**src/rtl/req_arbiter.sv**
```systemverilog
// Four-way request arbiter: registered one-hot grant + 3-bit code, hold timeout.
// Ports: clk, rst_n, req[4:1] in; gnt[4:1], gnt_code, busy, timeout out. Macro: ROUND_ROBIN_EN.
module req_arbiter #(
  parameter int MAX_HOLD = 8
) (
  input  logic       clk,
  input  logic       rst_n,
  input  logic [4:1] req,
  output logic [4:1] gnt,
  output logic [2:0] gnt_code,
  output logic       busy,
  output logic       timeout
);

  typedef enum logic [1:0] {
    IDLE,
    BUSY,
    RELEASE
  } state_e;

  state_e     state_q, state_d;
  logic [3:0] gnt_q, gnt_d;
  logic [2:0] code_q, code_d;
  logic [2:0] last_q, last_d;
  logic [7:0] hold_q, hold_d;
  logic       to_q, to_d;

  logic [3:0] req_v;
  logic [3:0] last_oh;
  logic [3:0] req_m;
  logic [3:0] pick;
  logic       own_req;

  function automatic logic [2:0] enc(input logic [3:0] g);
    logic [2:0] c;
    c = 3'd0;
    if (g[3])      c = 3'd4;
    else if (g[2]) c = 3'd3;
    else if (g[1]) c = 3'd2;
    else if (g[0]) c = 3'd1;
    return c;
  endfunction

  function automatic logic [3:0] dec(input logic [2:0] c);
    logic [3:0] g;
    g = 4'b0000;
    case (c)
      3'd1:    g = 4'b0001;
      3'd2:    g = 4'b0010;
      3'd3:    g = 4'b0100;
      3'd4:    g = 4'b1000;
      default: g = 4'b0000;
    endcase
    return g;
  endfunction

`ifdef ROUND_ROBIN_EN
  // Search starts one below the last owner and wraps; the last
  // owner is visited last (k=4 lands back on it).
  function automatic logic [3:0] arb(
    input logic [3:0] r,
    input logic [2:0] last
  );
    logic [3:0] g;
    logic [1:0] base;
    logic [1:0] idx;
    g    = 4'b0000;
    base = 2'(last - 3'd1);
    for (int k = 1; k <= 4; k++) begin
      idx = base - 2'(k);
      if (g == 4'b0000 && r[idx]) g[idx] = 1'b1;
    end
    return g;
  endfunction

  assign pick = arb(req_m, last_q);
`else
  function automatic logic [3:0] arb(input logic [3:0] r);
    logic [3:0] g;
    g = 4'b0000;
    if (r[3])      g = 4'b1000;
    else if (r[2]) g = 4'b0100;
    else if (r[1]) g = 4'b0010;
    else if (r[0]) g = 4'b0001;
    return g;
  endfunction

  assign pick = arb(req_m);
`endif

  assign req_v   = req;
  assign last_oh = dec(last_q);
  assign own_req = |(req_v & gnt_q);

  // After a hold expiry the old owner sits out one arbitration,
  // unless nobody else is asking.
  always_comb begin
    req_m = req_v;
    if (to_q && |(req_v & ~last_oh)) req_m = req_v & ~last_oh;
  end

  always_ff @(posedge clk or negedge rst_n) begin
    if (!rst_n) begin
      state_q <= IDLE;
      gnt_q   <= 4'b0000;
      code_q  <= 3'd0;
      last_q  <= 3'd4;
      hold_q  <= 8'd0;
      to_q    <= 1'b0;
    end else begin
      state_q <= state_d;
      gnt_q   <= gnt_d;
      code_q  <= code_d;
      last_q  <= last_d;
      hold_q  <= hold_d;
      to_q    <= to_d;
    end
  end

  always_comb begin
    state_d = state_q;
    gnt_d   = gnt_q;
    code_d  = code_q;
    last_d  = last_q;
    hold_d  = hold_q;
    to_d    = 1'b0;
    unique case (state_q)
      IDLE, RELEASE: begin
        if (|req_m) begin
          state_d = BUSY;
          gnt_d   = pick;
          code_d  = enc(pick);
          last_d  = enc(pick);
          hold_d  = 8'd1;
        end else begin
          state_d = IDLE;
          gnt_d   = 4'b0000;
          code_d  = 3'd0;
          hold_d  = 8'd0;
        end
      end
      BUSY: begin
        // A drop wins over an expiry on the same edge.
        if (!own_req) begin
          state_d = RELEASE;
          gnt_d   = 4'b0000;
          code_d  = 3'd0;
          hold_d  = 8'd0;
        end else if (hold_q == 8'(MAX_HOLD)) begin
          state_d = RELEASE;
          gnt_d   = 4'b0000;
          code_d  = 3'd0;
          hold_d  = 8'd0;
          to_d    = 1'b1;
        end else begin
          hold_d  = hold_q + 8'd1;
        end
      end
      default: begin
        state_d = IDLE;
        gnt_d   = 4'b0000;
        code_d  = 3'd0;
        hold_d  = 8'd0;
      end
    endcase
  end

  always_comb begin
    gnt      = gnt_q;
    gnt_code = code_q;
    busy     = |gnt_q;
    timeout  = to_q;
  end

endmodule

```
**config.mk**
```make
export PLATFORM = sky130hd
export DESIGN_NAME = req_arbiter
export DESIGN_NICKNAME = d
export VERILOG_FILES = /design/src/rtl/req_arbiter.sv
export SDC_FILE = /design/constraint.sdc
export NUM_CORES = 1
export LEC_CHECK = 0
export ABC_CLOCK_PERIOD_IN_PS = 1800
export CAP_MARGIN = 25
export CORE_ASPECT_RATIO = 1.1
export CORE_MARGIN = 2
export CORE_UTILIZATION = 50
export CTS_BUF_LIST = sky130_fd_sc_hd__clkbuf_2
export DETAILED_ROUTE_END_ITERATION = 8
export DONT_BUFFER_PORTS = 1
export GPL_TIMING_DRIVEN = 0
export PLACE_DENSITY = 0.74
export RECOVER_POWER = 25
export SKIP_CTS_REPAIR_TIMING = 1
export SLEW_MARGIN = 20
export SYNTH_ARGS = -nofsm -noshare
export SYNTH_HDL_FRONTEND = slang
export SYNTH_SLANG_ARGS = --single-unit
```
**constraint.sdc**
```tcl
create_clock -name clk -period 1.8 [get_ports clk]
set_input_delay 0.36 -clock clk [delete_from_list [all_inputs] [get_ports clk]]
set_output_delay 0.36 -clock clk [all_outputs]
set_load 0.01 [all_outputs]
```
## After elaboration in Yosys (flattened, before gate mapping)

Cells that the tools add are included.

| storage, ports and cells | value |
|---|---|
| register bits | 21 |
| bits in latches | 0 |
| RAM bits | 0 |
| bits in read-only memories | 0 |
| input port bits | 6 |
| output and inout bits | 9 |
| word-level logic and storage cells | 55 |
| memories kept | 0 |

| operators by class | value |
|---|---|
| add/sub/neg operators | 1 |
| multipliers | 0 |
| div/mod/pow operators | 0 |
| order comparisons | 0 |
| equal/unequal tests | 8 |
| shifts and indexed selects | 0 |
| multiplexer cells | 29 |
| bitwise gates (word level) | 3 |
| reduce and logical (&&, ||, !) cells | 8 |

Operators with widths:

| operator | number |
|---|---|
| $mux W3 | 7 |
| $mux W4 | 5 |
| $mux W8 | 2 |
| $pmux W4 S4 | 1 |
| $pmux W8 S2 | 1 |
| $reduce_or A4 Y1 | 4 |
| $add A8 B1 Y8 const B | 1 |
| $and A4 B4 Y4 | 2 |
| $eq A8 B4 Y1 const B | 1 |
| $pmux W4 S2 | 1 |
| $mux W1 | 7 |
| $eq A3 B2 Y1 const B | 2 |
| $mux W2 | 3 |
| $pmux W3 S2 | 1 |
| $not A4 Y4 | 1 |
| $pmux W2 S2 | 1 |
| $eq A3 B1 Y1 const B | 1 |
| $eq A3 B3 Y1 const B | 1 |
| $ne A3 B3 Y1 const B | 1 |
| $eq A2 B1 Y1 const B | 1 |
| $eq A2 B2 Y1 const B | 1 |
| $logic_not A2 Y1 | 1 |
| $reduce_and A2 Y1 | 1 |
| $reduce_or A2 Y1 | 1 |
| $logic_and A1 B1 Y1 | 1 |

## Longest topological paths before layout

| depth | value |
|---|---|
| depth in word-level cells | 17 |
| mapped depth | 6 |
| depth with buffers taken out | 5 |

## Worst setup path after synthesis

OpenSTA, ideal clock, no wires.

| timing | value |
|---|---|
| path kind | register to register |
| start point | register last_q[2] |
| end point | register last_q[0] |
| setup time | 0.123 ns |
| arrival | 1.272 ns |
| data required time | 1.677 ns |
| path slack | 0.405 ns |
| stages on the path, launching flop included | 5 |
| path buffers | 0 |
| clock period less this slack | 1.395 ns |
| path through | dfstp_2 -> and3b_1 -> a21o_1 -> a21o_1 -> o221a_1 |

| on the way | value |
|---|---|
| longest elaborated chain between the ends | 15 |
| elaborated cells between the ends (all ways) | 20 |
| classes of those cells | 4 x eq/ne; 10 x mux; 2 x bitwise; 4 x reduce/logical |

Ends and longest elaborated chain:

| what | RTL line | text |
|---|---|---|
| start: declaration | 24 | `logic [2:0] last_q, last_d;` |
| start signal: assignment | 114 | `last_q <= last_d;` |
| $eq A3 B3 Y1, or another cell as far along | 47 | `case (c)` |
| $pmux W4 S4 (*) | 47 |  |
| $not A4 Y4 (*) | 99 | `if (to_q && \|(req_v & ~last_oh)) req_m = req_v & ~last_oh;` |
| $and A4 B4 Y4 (*) | 99 |  |
| $reduce_or A4 Y1 | 99 |  |
| $logic_and A1 B1 Y1 | 99 |  |
| $mux W4 (*) | 99 |  |
| $mux W1 | 84 | `else if (r[0]) g = 4'b0001;` |
| $mux W2 | 83 | `else if (r[1]) g = 4'b0010;` |
| $mux W3 | 82 | `else if (r[2]) g = 4'b0100;` |
| $mux W4 | 81 | `if (r[3]) g = 4'b1000;` |
| $mux W1 | 40 | `else if (g[0]) c = 3'd1;` |
| $mux W3 | 39 | `else if (g[1]) c = 3'd2;` |
| $mux W3 | 38 | `else if (g[2]) c = 3'd3;` |
| $mux W3 | 37 | `if (g[3]) c = 3'd4;` |

Mark *: on every way between the ends. The rest lies on a longest branch, timed or not.
A chain may end at the register's enable or synchronous reset.

## Worst setup path in the final report

| timing | value |
|---|---|
| start point | register gnt_q[0] (netlist: gnt[1]) |
| end point | output port busy |

| on the way | value |
|---|---|
| longest elaborated chain between the ends | 1 |

Ends and longest elaborated chain:

| what | RTL line | text |
|---|---|---|
| start: declaration | 22 | `logic [3:0] gnt_q, gnt_d;` |
| start signal: assignment | 112 | `gnt_q <= gnt_d;` |
| $reduce_or A4 Y1 | 171 | `busy = \|gnt_q;` |
| end: declaration | 11 | `output logic busy,` |

No other way between the ends.

==> results.md <==
* Via count of the first global-routing pass at 809
* Switch Pwr at 451.5 uW
* Port bufs at 0
* Reg power frac at 54.4%
* Die Ht at 52.85 um
* CTS HTree Levels at 1
* Final Hold Fails at 0
* Final Non-Filler Cells at 136
* Reg2reg setup slack at 0.30 ns
* Initial antenna violation count at 0
* # clock sinks at 20
* Slew @ Worst Pin at 0.8533 ns
* WP data required at 1.44 ns
* CTS tree: done
* #FFs+latches synth at 20
* Worst path slowest cell: or4_4
* Critical Path Start Type: register
* Crit end category: output pin
* Top_reg_cell synth: dfrtp_1
* CP bufs+invs at 0
* Syn nets at 111
* Post-synthesis cell type count at 45
* Initial core utilization at 53.68%
* DR WL/cell at 14.51 um
* Area after DPL at 1120 sq um
* CTS clock-pin slew for the worst setup and hold paths at 0.18 ns
* Crit path DAT at 1.37 ns
* Post-Syn Area at 1085 sq um
* Fillcell total at 177
* Design Area, Final at 1152 sq um
* Via/cell ratio at 5.846
* Status: complete, no violations
* Clk Latency, worst-skew pair at 0.31 ns
* Nets@finish at 117
* Seq/Total Area, Yosys at 46.25%
* Clock share of power at 14.4%
* DRC at 0
* Top cell family by delay on the critical path: simple AND/OR/NAND/NOR gates
* First-pass GRT wire length at 3588 um
* Die X at 48.41 um
* Crit share post-route at 96.04%
* P_leak at 0.0005059 uW
* Inst Count DP at 131
* Ports at 15
* HPWL after detailed placement at 1515 um
* Inserted Diodes at 0
* Max Fclk at 578.5 MHz
* HP Class: input pin to register
* Total CTS buffers at 3
* Crit path max fanout at 4
* Gp weighted congestion at 0.8035
* Final wirelength at 1973 um
* Layout cells sized above 1 at 17.59%
* IR drop worst, VDD at 655.0 uV
* GRT Residual Overflow at 0
* Sw Share at 36.55%
* DIE AREA at 2558 sq um
* Post-synth EDFFs at 0
* Synth top area share at 43.83%
* Total track usage at 18.45%
* Final Critical Period at 1.729 ns
* Multi-input gate area at 526.8 sq um
* Register Area at 501.7 sq um
* Yosys Warn Count at 0
* Clock Skews at 0.01246 ns
* ANT nets after route at 0
* # rows at 17
* Number of detailed-route iterations in the first pass at 4
* Cell taking the most area after synthesis: dfrtp_1
* Core box area at 2021 sq um
* Slew headroom at 42.93%
* Gate power share at 31.1%
* Root buffer cell: clkbuf_2
* Layout area overhead at 6.229%
* Internal power at 783.9 uW
* MaxCap Viol Count at 0
* TNS Setup at 0 ns
* Clock buffer depth at 2
* Total power draw at 1235 uW
* Crit Path Class: register to output pin
* First DRT Iteration DRCs at 9
* Slowest stage delay, CP at 0.58 ns
* Dominant cells by area after synthesis: dfrtp_1 (44%), nor2_1 (4.2%), xor2_1 (3.2%), o41ai_4 (2.5%), dfstp_2 (2.4%)
* RSZ-0062 raised after global routing: false
* Worst path cell trace: or4_4
* Cells after Synth at 103
* Final setup viols at 0
* Max Slew Vio Count at 0
* PwrDens at 1072 nW/um^2
* Syn avg cell area at 10.53 sq um
* FFs w/ async S/R, synth at 100.0%
* Largest net degree at the start of global routing at 21
* DR vias at 795
==> logic make-up after synthesis <==
kind of cell,share of synthesized area (%)
compound gates,19.61
xor+xnor,4.844
fa+ha+maj,2.306
buf+inv,5.537
flops,46.25
mux,0.9228
simple gates,20.53
==> power by group through the flow <==
stage | sequential (uW) | clock (uW) | combinational (uW)
floorplan | 653 | 0 | 310
global placement | 677 | 0 | 363
detailed placement | 684 | 0 | 370
CTS | 673 | 182 | 373
global route | 690 | 210 | 439
finish | 672 | 178 | 385
==> flip-flops by register name, summed over array words and instances, names as in the netlist <==
signal	cells
hold_q	8
gnt	4
timeout	1
state_q	2
last_q	3
gnt_code	2
==> cells in the final DEF (no fill, tap or decap), types with 2 or more instances in the layout <==
master,n
a21o_1,3
a22oi_1,3
nand2b_1,4
dfrtp_1,19
clkbuf_2,3
o21ai_0,2
xor2_1,4
o2bb2ai_1,3
and2_1,2
xnor2_1,2
nand4b_1,2
inv_2,2
o21ai_1,2
buf_2,3
nand3_1,2
nand2_1,2
and3_1,2
inv_1,5
nor3_1,2
nor2_1,12
ha_1,2
==> area by class of cell <==
cell class	instances	area share [%]
clock inverter	1	0.3257
multi-input combinational	71	45.71
timing repair buffer	1	0.8686
tap	28	3.040
sequential	20	43.54
buffer	5	2.932
inverter	7	2.280
clock buffer	3	1.303
==> metal layers <==
metal	share of wire (%)	wire [um]	global-route usage [%]
met2	52	1027	32.87
met5	0	0	0
met1	44	869	22.73
met3	2.2	43	3.107
met4	1.6	32	7.143
==> cells in the mapped netlist, types with 3 or more instances <==
cell       count
dfrtp_1       19
xor2_1         4
nand2b_1       4
nor2_1        12
a22oi_1        3
a21o_1         3
buf_2          3
inv_1          5
o2bb2ai_1      3
==> final timing paths <==
kind / from / end / depth (start not counted)
hold reg to reg: state_q[1]$_DFFE_PN0P_ / state_q[1]$_DFFE_PN0P_ / 2
max in group asynchronous: rst_n / last_q[0]$_DFFE_PN0P_ / 1
setup reg to reg: hold_q[4]$_DFF_PN0_ / gnt_code[1]$_DFFE_PN0P_ / 4
min in group asynchronous: rst_n / hold_q[1]$_DFF_PN0_ / 1
setup / recovery: gnt[1]$_DFFE_PN0P_ / busy / 1
hold / removal: req[4] / state_q[0]$_DFFE_PN0P_ / 2
==> through the flow <==
stage / worst slack (ns) / hold slack, ns / util, %
floorplan: 0.4051 / 0.06441 / -
global placement: 0.3088 / 0.06474 / 55.42
detailed placement: 0.2930 / 0.06469 / 55.42
CTS: 0.04852 / -0.2932 / 56.35
global route: 0.01663 / 0.1745 / 57.03
finish: 0.07137 / 0.2095 / 57.03
(Power assumes the default switching activity.)
